### config.mk
export PLATFORM = sky130hd
export DESIGN_NAME = universal_shift_register
export DESIGN_NICKNAME = d
export VERILOG_FILES = /design/src/rtl/lab_pkg.sv /design/src/rtl/shift_counter.sv /design/src/rtl/universal_shift_register.sv
export SDC_FILE = /design/constraint.sdc
export NUM_CORES = 1
export LEC_CHECK = 0
export ABC_AREA = 0
export BUFFER_PORTS_ARGS = -buffer_cell sky130_fd_sc_hd__buf_2
export CAP_MARGIN = 25
export CORE_MARGIN = 2
export CORE_UTILIZATION = 45
export CTS_BUF_LIST = sky130_fd_sc_hd__clkbuf_16
export DETAILED_ROUTE_END_ITERATION = 8
export PLACE_DENSITY_LB_ADDON = 0.3
export REMOVE_ABC_BUFFERS = 1
export SLEW_MARGIN = 30
export SYNTH_ARGS = -nofsm -noshare
export SYNTH_HDL_FRONTEND = slang
export SYNTH_SLANG_ARGS = --single-unit
### constraint.sdc
create_clock -name Clk -period 1.62 [get_ports Clk]
set_clock_uncertainty 0.2 [all_clocks]
set_input_delay 0.162 -clock Clk [delete_from_list [all_inputs] [get_ports Clk]]
set_output_delay 0.162 -clock Clk [all_outputs]
set_load 0.03 [all_outputs]
### src/rtl/lab_pkg.sv
// Shared constants for the lab datapath blocks: operating-mode encodings
// for the universal shift register family.
package lab_pkg;

    localparam int MODE_W = 3;

    localparam logic [MODE_W-1:0] MODE_HOLD  = 3'b000;
    localparam logic [MODE_W-1:0] MODE_SHR   = 3'b001;
    localparam logic [MODE_W-1:0] MODE_SHL   = 3'b010;
    localparam logic [MODE_W-1:0] MODE_ROR   = 3'b011;
    localparam logic [MODE_W-1:0] MODE_ROL   = 3'b100;
    localparam logic [MODE_W-1:0] MODE_ASR   = 3'b101;
    localparam logic [MODE_W-1:0] MODE_LOAD  = 3'b110;
    localparam logic [MODE_W-1:0] MODE_CLEAR = 3'b111;

endpackage : lab_pkg

### src/rtl/shift_counter.sv
// Saturating up-counter with synchronous clear and a registered
// "at limit" flag that always agrees with the registered count.
module shift_counter #(
    parameter int CNT_W = 4,
    parameter int LIMIT = 8
) (
    input  logic             clk,
    input  logic             rst,
    input  logic             en,
    input  logic             clr,
    input  logic             inc,
    output logic [CNT_W-1:0] cnt,
    output logic             at_limit
);

    localparam logic [CNT_W-1:0] LIMIT_V = CNT_W'(LIMIT);

    logic [CNT_W-1:0] cnt_q, cnt_d;
    logic             at_limit_q, at_limit_d;

    // Next count: clear has priority over increment; increment stops at LIMIT.
    always_comb begin
        cnt_d = cnt_q;
        if (en) begin
            if (clr) begin
                cnt_d = '0;
            end else if (inc && (cnt_q != LIMIT_V)) begin
                cnt_d = cnt_q + 1'b1;
            end
        end
        at_limit_d = (cnt_d == LIMIT_V);
    end

    // Count and flag registers, asynchronously reset.
    always_ff @(posedge clk or posedge rst) begin
        if (rst) begin
            cnt_q      <= '0;
            at_limit_q <= 1'b0;
        end else begin
            cnt_q      <= cnt_d;
            at_limit_q <= at_limit_d;
        end
    end

    assign cnt      = cnt_q;
    assign at_limit = at_limit_q;

endmodule : shift_counter

### src/rtl/universal_shift_register.sv
// WIDTH-bit universal shift register: hold, logical/arithmetic shifts,
// rotates, parallel load and synchronous clear, with a registered
// complement output and a saturating count of bits shifted out.
module universal_shift_register
    import lab_pkg::*;
#(
    parameter  int WIDTH = 8,
    localparam int CNT_W = $clog2(WIDTH + 1)
) (
    input  logic              Clk,
    input  logic              Reset,
    input  logic              Enable,
    input  logic [MODE_W-1:0] Mode,
    input  logic [WIDTH-1:0]  D,
    input  logic              Ser_In_R,
    input  logic              Ser_In_L,
    output logic [WIDTH-1:0]  Q,
    output logic [WIDTH-1:0]  Q_Bar,
    output logic              Ser_Out_R,
    output logic              Ser_Out_L,
    output logic [CNT_W-1:0]  Shift_Cnt,
    output logic              Drained
);

    logic [WIDTH-1:0] q_q, q_d;
    logic [WIDTH-1:0] q_bar_q;
    logic             cnt_inc;
    logic             cnt_clr;

    // Data-path next state, selected by Mode; Enable low holds everything.
    always_comb begin
        q_d = q_q;
        if (Enable) begin
            case (Mode)
                MODE_HOLD:  q_d = q_q;
                MODE_SHR:   q_d = {Ser_In_R, q_q[WIDTH-1:1]};
                MODE_SHL:   q_d = {q_q[WIDTH-2:0], Ser_In_L};
                MODE_ROR:   q_d = {q_q[0], q_q[WIDTH-1:1]};
                MODE_ROL:   q_d = {q_q[WIDTH-2:0], q_q[WIDTH-1]};
                MODE_ASR:   q_d = {q_q[WIDTH-1], q_q[WIDTH-1:1]};
                MODE_LOAD:  q_d = D;
                MODE_CLEAR: q_d = '0;
                default:    q_d = q_q;
            endcase
        end
    end

    // Counter control: only data-losing shifts count; load/clear restart it.
    always_comb begin
        cnt_inc = (Mode == MODE_SHR) || (Mode == MODE_SHL) || (Mode == MODE_ASR);
        cnt_clr = (Mode == MODE_LOAD) || (Mode == MODE_CLEAR);
    end

    // State and its complement share one register block so they never disagree.
    always_ff @(posedge Clk or posedge Reset) begin
        if (Reset) begin
            q_q     <= '0;
            q_bar_q <= '1;
        end else begin
            q_q     <= q_d;
            q_bar_q <= ~q_d;
        end
    end

    shift_counter #(
        .CNT_W (CNT_W),
        .LIMIT (WIDTH)
    ) u_shift_counter (
        .clk      (Clk),
        .rst      (Reset),
        .en       (Enable),
        .clr      (cnt_clr),
        .inc      (cnt_inc),
        .cnt      (Shift_Cnt),
        .at_limit (Drained)
    );

    assign Q         = q_q;
    assign Q_Bar     = q_bar_q;
    assign Ser_Out_R = q_q[0];
    assign Ser_Out_L = q_q[WIDTH-1];

endmodule : universal_shift_register

==> reports/summary.txt <==
status: complete, but fails checks
violated checks: setup timing
Die W: 56.3 um
I/O Buffers: 38
Final Cell Area: 1620 sq um
final setup vio count: 1
M1 WL: 1.39 mm
post-synthesis sequential area ratio: 43.5%
Num CTS Buffers: 3
GRT Total Usage: 19.7%
Sw Ratio: 37.3%
fin crit share: 104%
# DRC: 0
PD cells: 1340 nW/um^2
WL met2: 1.47 mm
clk slew on worst S/H paths: 0.06 ns
CP peak stage delay: 0.39 ns
Placer Congestion: 0.792
post-synthesis compound-gate area fraction: 23.9%
# rows: 18
Critical Path RT: 1.57 ns
H-tree levels: 1
Setup crit end kind: register
Area Growth Syn to Fin: 31.9%
part of the power in combinational logic: 42.9%
top cells by count, synth: dfrtp_1, nor2_1, inv_1
Post-Place Worst Slack: -0.0519 ns
Switch Pwr: 0.811 mW
Critical Path AT: 1.63 ns
Final Hold Fails: 0
Die Footprint: 3170 sq um
vias in the first global route: 1,131
mux cell area share after synthesis: 4.98%
Adder-Cell Fraction of Synth Area: 2.03%
worst-margin pin slew: 0.503 ns
Top-Level Pins: 39
power share of the sequential group: 33.1%
final antenna-violating net count: 0
XOR/XNOR share of the synthesized area: 2.85%
Synth area leaders: dfrtp_1, dfstp_2, o32a_1
total gr overflow: 0
largest family of logic cells by synthesized area: compound AO/OA/AOI/OAI gates
CTS tree: done
total power: 2.18 mW
relative slew slack: 66.5%
n_diodes: 0
Worst Path Buf+Inv: 1
first-pass GRT wire length: 4.99 mm
RSZ-0062 raised after global routing: yes
latest clock arrival within the worst-skew pair: 0.25 ns
Synth cell types: 36
leakage power: 0.813 nW
Synth area leader: dfrtp_1
Most used DFF post-synth: dfrtp_1
Max rail drop VDD: 748 uV
core area: 2540 sq um
drt via density: 5.69
Clk network pwr share: 24.1%
CTS Sinks: 21
total wire length: 3.08 mm
post-synth top area share: 26.4%
fin cells: 203
Final min period: 1.68 ns
hpwl dp: 2.15 mm
Startpoint Class: register
metal3 WL: 151 um
WL/cell: 15.1 um
EDFF count, synth: 0
Area after DPL: 1480 sq um
crit path max fanout: 3
Worst path slowest cell: dfrtp_1
DR vias: 1,155
CP Class: register to register
Max Cap Viol: 0
Cells after Synth: 123
Longest Clk Path Bufs: 2
initial core utilization: 48.4%
Pre-antenna DRT Iters: 4
fin nets: 192
f_max: 594 MHz
Post-Synth Simple-Gate Area: 14.4%
Final Max Slew Viols: 0
Mapped Area: 1230 sq um
share of layout cells above drive strength 1: 46.8%
CP delay by family, top: flip-flops
initial antenna violation count: 0
FFs w/ async S/R, synth: 100%
cells along the critical path: inv_2 -> ha_4 -> nand3b_1 -> o211ai_1 -> mux2_2 -> o211a_1
HP Class: input port to register
Power Internal: 1.37 mW
largest net degree at the start of global routing: 22
placed instance count: 193
Ys Warns: 0
Top Metal Used: met4
synthesized area per cell: 10.0 sq um
final setup margin: -0.0649 ns
clock root buffer: clkbuf_16
#FFs+latches synth: 21
Iteration-0 DRC Markers: 27
Die H: 56.3 um
hold slack final: 0.0814 ns
==> cell usage in the layout, fill, tap and decap left out, types with 6 or more instances in the layout <==
cell	count
a21oi_2	6
and3_1	7
buf_2	38
buf_4	16
dfrtp_1	13
dfstp_2	8
inv_1	8
nor2_1	13
o21ai_1	8
o32a_1	6
o32ai_1	6
==> stage by stage <==
step | TNS (ns) | utilization [%]
floorplan | -0.358 | -
global placement | 0 | 58.0
detailed placement | -0.0519 | 58.0
CTS | -0.0328 | 63.5
global route | -0.286 | 63.8
finish | -0.0649 | 63.8
==> tightest hold or removal path: stages <==
cell,delay (ns)
buf_2,0.08
a21oi_2,0.04
nor2_1,0.12
o32ai_1,0.12
==> power groups by stage <==
stage / clock, mW / sequential [mW] / combinational (mW)
final: 0.524 / 0.720 / 0.934
after floorplan: 0 / 0.960 / 0.270
after global routing: 0.548 / 0.731 / 1.00
after global placement: 0 / 0.716 / 0.783
after detailed placement: 0 / 0.722 / 0.811
after CTS: 0.528 / 0.718 / 0.912
==> cells by family (layout without fill, tap and decap cells) <==
| family | Yosys count | after routing |
|---|---|---|
| xor gates and xnor gates | 4 | 4 |
| DFF | 21 | 21 |
| adders and majority gates | 2 | 2 |
| muxes | 6 | 6 |
| and+or+nand+nor | 33 | 33 |
| AOI/OAI and AO/OA | 38 | 38 |
| buffers and inverters | 19 | 69 |
==> flip-flops by register name (all words and copies together), names as in the netlist <==
| register | flops |
|---|---|
| u_shift_counter.cnt | 4 |
| Q | 8 |
| u_shift_counter.at_limit | 1 |
| Q_Bar | 8 |
==> metal layers <==
layer / up-vias / GRT usage [%]
met5: - / 0
met4: 0 / 6.80
met3: 8 / 3.46
met2: 43 / 32.4
met1: 558 / 26.0
li1: 546 / -
==> final timing paths <==
| check | endpoint | startpoint | depth (start not counted) | slack, ns |
|---|---|---|---|---|
| max | u_shift_counter.at_limit | u_shift_counter.cnt[0] | 6 | -0.06 |
| min reg2reg | Q_Bar[1] | Q[1] | 1 | 0.28 |
| min in group asynchronous | u_shift_counter.cnt[2] | Reset | 4 | 0.28 |
| min | Q_Bar[1] | D[1] | 4 | 0.08 |
| max reg2reg | u_shift_counter.at_limit | u_shift_counter.cnt[0] | 6 | -0.06 |
| max in group asynchronous | Q_Bar[4] | Reset | 4 | 0.66 |
==> area by class of cell <==
cell class                 count  area, sq um
multi-input combinational     83          613
clock inverter                 1         5.00
fill                         217          921
clock buffer                   3         75.1
tap                           30         37.5
sequential                    21          536
inverter                      10         37.5
timing repair buffer          55          320
==> timing repair <==
action                     4_1_cts  5_1_grt
hold endpoints to repair        16        0
setup endpoints to repair        1        3
buffers inserted                 5        0
gates resized for setup          4        1
pin swaps                        1        1
hold buffers                     1        0
(Power assumes the default switching activity.)
